### src/rtl/seg_display_scheduler.sv
// seg_display_scheduler
// Shares a two-digit common-cathode seven-segment display between three requesters:
// live note/octave (req[0], level), octave-change event (req[1], pulse) and system
// message event (req[2], pulse). Ownership is arbitrated once per scan frame and the
// owner's pattern is latched at that boundary, so a frame never mixes two sources.
// SEG1/SEG2 are scanned with an all-off blanking slot between digits.
// Optional feature macro: DISP_DP_HOLD_EN (decimal point lit on SEG2 while an event
// hold is running). Default build ties seg_dp low.
module seg_display_scheduler #(
    parameter int unsigned MUX_COUNT_MAX = 250000,
    parameter int unsigned BLANK_CYCLES  = 500,
    parameter int unsigned HOLD_CYCLES   = 50000000
) (
    input  logic        clk,
    input  logic        rst_n,
    input  logic [2:0]  req,
    input  logic [13:0] pat0,
    input  logic [13:0] pat1,
    input  logic [13:0] pat2,
    output logic [2:0]  grant,
    output logic        busy_hold,
    output logic [6:0]  seg,
    output logic        seg_dp,
    output logic [7:0]  digit_selects
);

    // state   | meaning
    // SCAN_D1 | SEG1 selected, driving latch[6:0]
    // BLANK1  | all digits off between SEG1 and SEG2
    // SCAN_D2 | SEG2 selected, driving latch[13:7]
    // BLANK2  | all digits off; leaving it is the frame boundary
    typedef enum logic [1:0] {
        SCAN_D1 = 2'd0,
        BLANK1  = 2'd1,
        SCAN_D2 = 2'd2,
        BLANK2  = 2'd3
    } scan_state_t;

    localparam int unsigned SLOT_MAX = (MUX_COUNT_MAX > BLANK_CYCLES) ? MUX_COUNT_MAX : BLANK_CYCLES;
    localparam int CNT_W  = $clog2(SLOT_MAX + 1);
    localparam int HOLD_W = $clog2(HOLD_CYCLES + 1);

    scan_state_t      state, state_next;
    logic [CNT_W-1:0] cnt, cnt_next;
    logic             slot_last;
    logic             boundary;

    logic [2:1]        pend, pend_next, pend_clr;
    logic [HOLD_W-1:0] hold, hold_next;
    logic [2:0]        cand, grant_next;
    logic              win;
    logic [13:0]       latch, latch_next;
    logic [6:0]        seg_next;
    logic [7:0]        sel_next;

    // Scan state register and slot counter; reset parks the scan at the start of BLANK2.
    always_ff @(posedge clk or negedge rst_n) begin
        if (!rst_n) begin
            state <= BLANK2;
            cnt   <= '0;
        end else begin
            state <= state_next;
            cnt   <= cnt_next;
        end
    end

    // Slot sequencing: each slot ends when its counter reaches the slot length minus one.
    always_comb begin
        state_next = state;
        cnt_next   = cnt + 1'b1;
        slot_last  = 1'b0;
        case (state)
            SCAN_D1, SCAN_D2: slot_last = (cnt == CNT_W'(MUX_COUNT_MAX - 1));
            default:          slot_last = (cnt == CNT_W'(BLANK_CYCLES - 1));
        endcase
        if (slot_last) begin
            cnt_next = '0;
            case (state)
                SCAN_D1: state_next = BLANK1;
                BLANK1:  state_next = SCAN_D2;
                SCAN_D2: state_next = BLANK2;
                default: state_next = SCAN_D1;
            endcase
        end
    end

    assign boundary = slot_last && (state == BLANK2);

    // Arbitration, hold countdown, pending capture and frame latch.
    always_comb begin
        cand = 3'b000;
        if (pend[2])      cand = 3'b100;
        else if (pend[1]) cand = 3'b010;
        else if (req[0])  cand = 3'b001;

        // One-hot codes compare in priority order, so >= covers both preemption
        // and a re-triggered current owner.
        win = (cand != 3'b000) && ((hold == '0) || (cand >= grant));

        grant_next = grant;
        pend_clr   = 2'b00;
        hold_next  = (hold != '0) ? hold - 1'b1 : hold;
        if (boundary) begin
            if (win) begin
                grant_next = cand;
                pend_clr   = cand[2:1];
                hold_next  = (cand[2] || cand[1]) ? HOLD_W'(HOLD_CYCLES) : '0;
            end else if (hold == '0) begin
                grant_next = 3'b000;
            end
        end

        // A pulse on the granting edge re-arms its pending bit.
        pend_next = (pend & ~pend_clr) | req[2:1];

        latch_next = latch;
        if (boundary) begin
            case (grant_next)
                3'b100:  latch_next = pat2;
                3'b010:  latch_next = pat1;
                3'b001:  latch_next = pat0;
                default: latch_next = '0;
            endcase
        end
    end

    // Output decode for the state being entered, so the pins change on the entry edge.
    always_comb begin
        seg_next = '0;
        sel_next = '0;
        case (state_next)
            SCAN_D1: begin
                sel_next = 8'h02;
                seg_next = latch_next[6:0];
            end
            SCAN_D2: begin
                sel_next = 8'h04;
                seg_next = latch_next[13:7];
            end
            default: begin
                sel_next = '0;
                seg_next = '0;
            end
        endcase
    end

    // Arbitration state and registered display outputs.
    always_ff @(posedge clk or negedge rst_n) begin
        if (!rst_n) begin
            pend          <= '0;
            hold          <= '0;
            grant         <= '0;
            latch         <= '0;
            busy_hold     <= 1'b0;
            seg           <= '0;
            digit_selects <= '0;
        end else begin
            pend          <= pend_next;
            hold          <= hold_next;
            grant         <= grant_next;
            latch         <= latch_next;
            busy_hold     <= (hold_next != '0);
            seg           <= seg_next;
            digit_selects <= sel_next;
        end
    end

`ifdef DISP_DP_HOLD_EN
    // Decimal point on SEG2 flags event content while its hold is still running.
    always_ff @(posedge clk or negedge rst_n) begin
        if (!rst_n) seg_dp <= 1'b0;
        else        seg_dp <= (state_next == SCAN_D2) && (hold_next != '0);
    end
`else
    assign seg_dp = 1'b0;
`endif

endmodule
### config.mk
export PLATFORM = sky130hd
export DESIGN_NAME = seg_display_scheduler
export DESIGN_NICKNAME = d
export VERILOG_FILES = /design/src/rtl/seg_display_scheduler.sv
export SDC_FILE = /design/constraint.sdc
export NUM_CORES = 1
export LEC_CHECK = 0
export ABC_AREA = 1
export BUFFER_PORTS_ARGS = -buffer_cell sky130_fd_sc_hd__buf_2
export CAP_MARGIN = 40
export CORE_MARGIN = 3
export CORE_UTILIZATION = 58
export DETAILED_ROUTE_END_ITERATION = 8
export GPL_ROUTABILITY_DRIVEN = 0
export PLACE_DENSITY_LB_ADDON = 0.12
export SKIP_CTS_REPAIR_TIMING = 1
export SYNTH_ARGS = -nofsm -noshare
export SYNTH_HDL_FRONTEND = slang
export SYNTH_SLANG_ARGS = --single-unit
### constraint.sdc
create_clock -name clk -period 3 [get_ports clk]
set_clock_uncertainty 0.15 [all_clocks]
set_input_delay 0.15 -clock clk [delete_from_list [all_inputs] [get_ports clk]]
set_output_delay 0.15 -clock clk [all_outputs]
set_load 0.005 [all_outputs]
==> flow_summary_export.csv, run 1 <==
group,metric,value,unit
status,status,"finished with violations",
status,violations,"negative hold slack, negative setup slack",
synthesis,ys_types,42,
sta,setup_tns,-232.8,ps
pwr,p_clk_share,32.1,%
setup_path,arrival,3210,ps
final_layout,drive_above_1_share,26.46,%
pwr,p_int,1.957,mW
final_layout,final_cell_mix,"nand2_1 (144), nor2_1 (86), inv_1 (81)",
synthesis,synth-edff-count,0,
synthesis,ys_seq_area_share,38.27,%
place,dp_hpwl,9.478,mm
synthesis,synth_cells,687,
setup_path,worstSetupPathType,"reg2reg",
pwr,switching_share,35.37,%
synthesis,yosysWarnings,0,
sta,tightest_slew,890.0,ps
clock_network,numClockSinks,75,
drt,wl,13.60,mm
setup_path,cp-end-kind,"flip-flop",
pwr,power_frac_seq,41.2,%
drt,ant_nets,0,
clock_network,clk_latency,360,ps
sta,setup_slack,-60.51,ps
pwr,p_per_area,507.1,nW/um2
sta,fin_crit_sh,102.0,%
setup_path,startpoint_type,"flip-flop",
setup_path,rrSetupSlack,-60,ps
floorplanning,fp-row-count,32,
clock_network,clk_path_buf_depth,2,
floorplanning,die_h,98.02,um
sta,drv_slew,0,
setup_path,max_stage_delay,420,ps
clock_network,clk_pin_slew,90,ps
setup_path,critical-path-top-delay-family,"simple AND/OR/NAND/NOR gates",
final_layout,fill_cells,551,
final_layout,nets,820,
grt,antenna_found_initial,0,
sta,finalCriticalPeriod,3061,ps
synthesis,ys_seq_elements,75,
place,pre_cts_ws,-16.86,ps
pwr,p_switching,1.071,mW
run,maxCapViolations,0,
pwr,p_leak,3.088,nW
sta,setup_violations,7,
floorplanning,die_w,98.02,um
drt,drc,0,
grt,grt_overflow,0,
floorplanning,ios,67,
floorplanning,start_util,61.64,%
synthesis,async_reset_ff_share,100.0,%
clock_network,cts_tree,"done",
setup_path,crit_chain,"nor2_1 -> inv_1 -> nor2_2 -> inv_1 -> ha_1 -> inv_2 -> nand3_2 -> nand2_2 -> inv_2 -> nand2_2 -> nand2_2 -> inv_4 -> nand2_4 -> nand4_1 -> nand3_4 -> nor2_4 -> buf_12 -> nand3_2 -> nand3_2 -> nand2_1 -> nand2_2 -> nand2_1 -> nand2_2",
sta,hold_viol_final,1,
floorplanning,dieArea,9607,um2
final_layout,antenna_cells,0,
final_layout,area_delta_synth_final,21.63,%
place,io_buffers,59,
setup_path,cp.buffers_inverters,6,
pwr,p_comb_share,26.7,%
pwr,vdd_drop_max,0.0003674,V
min_path,hold_path.class,"in2reg",
grt,grt_pass1_wl,21.38,mm
synthesis,syn_avg_cell_area,7.148,um2
final_layout,layout.cells.non_filler,873,
sta,relSlewSlack,40.67,%
clock_network,htreeDepth,3,
sta,rsz0062_at_grt,"yes",
sta,hold_ws,-1.924,ps
synthesis,netlist_area,4911,um2
drt,firstDrtPassIters,7,
drt,wl_per_cell,15.58,um
drt,viasPerCell,5.609,
grt,grt_usage,27.14,%
grt,grt_max_degree,53,
drt,detail_route.iter0.violations,334,
clock_network,clockRootBuffer,"clkbuf_8",
grt,first_global_vias,4618,
floorplanning,core_area,7968,um2
final_layout,final_common_cell,"nand2_1",
setup_path,required,3150,ps
sta,max_freq,326.7,MHz
synthesis,postSynth.topFlopCell,"dfrtp_1",
clock_network,cts_buffers,9,
drt,vias,4897,
setup_path,critPathSlowestCell,"dfrtp_1",
setup_path,path_common_cell,"nand2_2",
setup_path,cp_max_fo,7,
place,dp.cells,842,
==> stage by stage <==
step | power [mW] | hold slack (ps) | util [%] | instance area (um2)
6_report | 3.029 | -1.924 | 74.97 | 5973
5_1_grt | 3.216 | 6.910 | 74.97 | 5973
4_1_cts | 3.010 | -448.4 | 69.80 | 5562
3_5_place_dp | 2.047 | -68.39 | 66.71 | 5315
3_3_place_gp | 2.018 | 194.3 | 66.36 | 5288
2_1_floorplan | 1.810 | -295.6 | - | 4933
==> area by class of cell <==
class	instances	area (um2)	area share, %
multi-input combinational	501	2754	46.10
sequential	75	1879	31.46
timing repair buffer	90	629.4	10.54
inverter	89	336.6	5.635
tap	102	127.6	2.137
clock buffer	9	123.9	2.074
clock inverter	7	122.6	2.053
==> metal layers <==
metal | GRT usage, % | wire [um] | vias to the layer above
met5 | 0 | 0 | -
met3 | 3.143 | 772 | 58
met4 | 12.14 | 603 | 0
met1 | 34.86 | 5355 | 2305
li1 | - | - | 2329
met2 | 46.07 | 6871 | 205
==> kinds of logic after synthesis <==
group	count (synthesis)	share of synthesized area (%)
DFF	75	38.27
adders and majority gates	7	1.783
buffers and inverters	117	10.55
and+or+nand+nor	432	41.45
other	1	0.07636
AOI/OAI and AO/OA	33	3.949
xor gates and xnor gates	22	3.924
==> final timing paths <==
path                           start        end  cells past startpoint
max                          pend[1]     seg[6]                     23
min                          pat0[9]   latch[9]                      5
max reg2reg                  pend[1]     seg[6]                     23
min reg2reg                latch[11]  latch[11]                      2
max in group asynchronous      rst_n   state[0]                      3
min in group asynchronous      rst_n   hold[10]                      2
==> power by group through the flow <==
stage          logic, mW  registers [mW]  clock network [mW]
6_report           0.810            1.25               0.972
5_1_grt            0.922            1.26                1.03
4_1_cts            0.790            1.24               0.977
3_5_place_dp       0.783            1.26                   0
3_3_place_gp       0.762            1.26                   0
2_1_floorplan      0.583            1.23                   0
==> state kept, by name, summed over array words and instances (netlist names) <==
| register | flops |
|---|---|
| hold | 26 |
| cnt | 18 |
| latch | 14 |
| seg | 7 |
| state | 2 |
| pend | 2 |
| grant | 3 |
| digit_selects | 2 |
| busy_hold | 1 |
==> cells in the mapped netlist, drive strengths merged (3+ instances only) <==
library cell,number,share of area [%]
nor2,100,9.0
nand3b,6,0.92
dfrtp,73,37
xnor2,9,1.6
o211ai,3,0.46
a21oi,11,1.2
or2,7,0.89
clkbuf,5,0.38
nor3,16,1.7
nand2,184,15
xor2,13,2.3
nand3,87,9.7
nor4,5,0.64
o21ai,12,1.2
nand4,25,3.2
inv,89,6.8
buf,23,3.4
ha,7,1.8
==> worst register-to-register path, cell delays in order (launching register included) <==
cell and delay (ps):
dfrtp_1 420, nor2_1 130, inv_1 80, nor2_2 140, inv_1 70, ha_1 300, inv_2 70, nand3_2 60
nand2_2 70, inv_2 30, nand2_2 70, nand2_2 80, inv_4 80, nand2_4 80, nand4_1 180, nand3_4 140
nor2_4 210, buf_12 160, nand3_2 80, nand3_2 60, nand2_1 70, nand2_2 130, nand2_1 70, nand2_2 80
Power figures use the tool's default switching activity.
==> run 2: changes to the inputs <==
--- a/config.mk
+++ b/config.mk
@@ -10,5 +10,5 @@
 export CAP_MARGIN = 40
 export CORE_MARGIN = 3
-export CORE_UTILIZATION = 58
+export CORE_UTILIZATION = 45
 export DETAILED_ROUTE_END_ITERATION = 8
 export GPL_ROUTABILITY_DRIVEN = 0
==> constraint.sdc (replaced) <==
create_clock -name clk -period 3 [get_ports clk]
set_clock_uncertainty 0.15 [all_clocks]
set_input_delay 0.15 -clock clk [delete_from_list [all_inputs] [get_ports clk]]
set_output_delay 0.15 -clock clk [all_outputs]
set_load 0.01 [all_outputs]
==> run 2 against run 1 <==
Net effect:
- the flow finishes with violations (negative hold slack)
- sequential power about the same
- sequential cell count unchanged
- utilization down 19 points
- routed wire length down 0.69%
- global-route usage down 4.9 points
- hold slack worse by 1.3 ps
- register-to-register slack better by 160 ps
- total power down 2.1%
- fmax up 5.5%
- non-clock buffer count unchanged
- via count down 2.8%
- critical path type unchanged
- highest routed layer unchanged
==> flow_summary_export.csv, run 2 (synthesis gave the netlist of run 1 again) <==
group,metric,value,unit
status,status,"finished with violations",
status,violations,"negative hold slack",
final_layout,area_delta_synth_final,20.23,%
place,pre_cts_ws,-73.13,ps
grt,grt_overflow,0,
drt,wl,13.51,mm
final_layout,largest_register,"hold",
pwr,switching_share,36.07,%
clock_network,clk_path_buf_depth,2,
setup_path,startpoint_type,"flip-flop",
grt,first_global_vias,4659,
pwr,p_leak,3.044,nW
final_layout,nets,820,
final_layout,antenna_cells,0,
drt,firstDrtPassIters,5,
drt,detail_route.iter0.violations,416,
pwr,p_per_area,502.2,nW/um2
drt,viasPerCell,5.249,
sta,hold_ws,-3.250,ps
grt,grt_pass1_wl,22.21,mm
pwr,vdd_drop_max,0.0003655,V
final_layout,largest_register_ffs,26,
sta,hold_viol_final,1,
clock_network,cts_tree,"done",
sta,rsz0062_at_grt,"yes",
drt,drc,0,
setup_path,cp-end-kind,"flip-flop",
clock_network,cts_buffers,9,
pwr,p_int,1.896,mW
setup_path,cp_max_fo,7,
floorplanning,core_area,10460,um2
clock_network,numClockSinks,75,
final_layout,multi_input_area,2661,um2
drt,ant_nets,0,
clock_network,clk_latency,380,ps
clock_network,clk_pin_slew,90,ps
final_layout,final_cell_mix,"nand2_1 (161), nor2_1 (86), inv_1 (81)",
floorplanning,ios,67,
drt,vias,4761,
pwr,p_switching,1.070,mW
grt,grt_max_degree,60,
grt,grt_usage,22.26,%
min_path,hold_path.class,"in2reg",
sta,finalCriticalPeriod,2900,ps
sta,drv_slew,0,
pwr,power_frac_seq,42.3,%
final_layout,final_core_util,56.43,%
final_layout,final_common_cell,"nand2_1",
final_layout,drive_above_1_share,22.83,%
floorplanning,fp-row-count,37,
sta,max_freq,344.8,MHz
floorplanning,start_util,46.94,%
floorplanning,dieArea,12200,um2
drt,wl_per_cell,14.89,um
sta,setup_slack,99.78,ps
setup_path,arrival,3060,ps
run,maxCapViolations,0,
place,io_buffers,59,
sta,tightest_slew,716.2,ps
final_layout,ff_latch_area,1879,um2
sta,fin_crit_sh,96.67,%
clock_network,htreeDepth,3,
pwr,p_clk_share,30.4,%
floorplanning,die_w,110.5,um
grt,antenna_found_initial,0,
sta,setup_violations,0,
floorplanning,die_h,110.5,um
final_layout,fill_cells,1002,
setup_path,required,3160,ps
clock_network,clockRootBuffer,"clkbuf_8",
pwr,p_comb_share,27.3,%
sta,relSlewSlack,52.25,%
place,dp_hpwl,10.05,mm
final_layout,biggestRegsByFlops,"hold (26), cnt (18), latch (14)",
setup_path,worstSetupPathType,"reg2reg",
## run 2: cell count changes in the layout (fill, tap and decap cells not counted), moves of 2 or more
cell     change
nand3_4      -3
nand2_4      +2
nand3_2      -8
nand2_1     +17
nand2_2     -19
nand3_1     +11
## run 2: worst max-delay path, stage by stage (launching register included)
cell and delay [ps]:
dfrtp_1 400, nor2_1 120, inv_1 80, nor2_2 170, inv_2 60, ha_4 260
inv_2 30, nand2_1 50, nand2_1 50, nand2_1 50, nand2_1 50, nand2_1 70
inv_2 60, a21oi_4 170, nand2_4 110, nand2_4 100, nand2_4 70, nor2_4 150
clkbuf_16 170, nand3_1 80, nand3_1 80, nand2_1 80, nand2_1 110, nand2_1 50
nand2_1 80
## run 2: final timing paths
check / startpoint / to / slack (ps) / cells after the start
max: pend[1] / seg[4] / 100 / 24
min: pat2[6] / latch[6] / -3 / 5
max reg2reg: pend[1] / seg[4] / 100 / 24
min reg2reg: latch[6] / latch[6] / 330 / 2
max in group asynchronous: rst_n / state[1] / 2050 / 3
min in group asynchronous: rst_n / hold[23] / 30 / 2
## run 2: through the flow
stage | instance area (um2) | power (mW) | instances | TNS, ps
after global placement | 5323 | 2.041 | 874 | 0
after CTS | 5577 | 2.972 | 891 | -701.9
after global routing | 5904 | 3.159 | 907 | -778.0
final | 5904 | 2.965 | 907 | 0
after detailed placement | 5350 | 2.061 | 875 | -391.1
after floorplan | 4933 | 1.812 | 693 | 0
## run 2: routing by layer
metal	track usage [%]	vias up	wire length (um)
met1	27.17	2237	5741
met5	0	-	0
met3	4.712	49	507
met2	37.14	140	6662
li1	-	2335	-
met4	11.17	0	595
## run 2: area by class of cell
type,instances,area share [%]
Multi-Input combinational cell,501,45.07
Sequential cell,75,31.83
Timing Repair Buffer,90,10.72
Inverter,89,5.658
Tap cell,136,2.882
Clock buffer,11,2.395
Clock inverter,5,1.441
## run 2: power groups by stage
| stage | clock, mW | combinational (mW) | sequential, mW |
|---|---|---|---|
| 4_1_cts | 0.924 | 0.799 | 1.25 |
| 5_1_grt | 0.975 | 0.917 | 1.27 |
| 3_5_place_dp | 0 | 0.792 | 1.27 |
| 6_report | 0.901 | 0.811 | 1.25 |
| 3_3_place_gp | 0 | 0.779 | 1.26 |
| 2_1_floorplan | 0 | 0.585 | 1.23 |
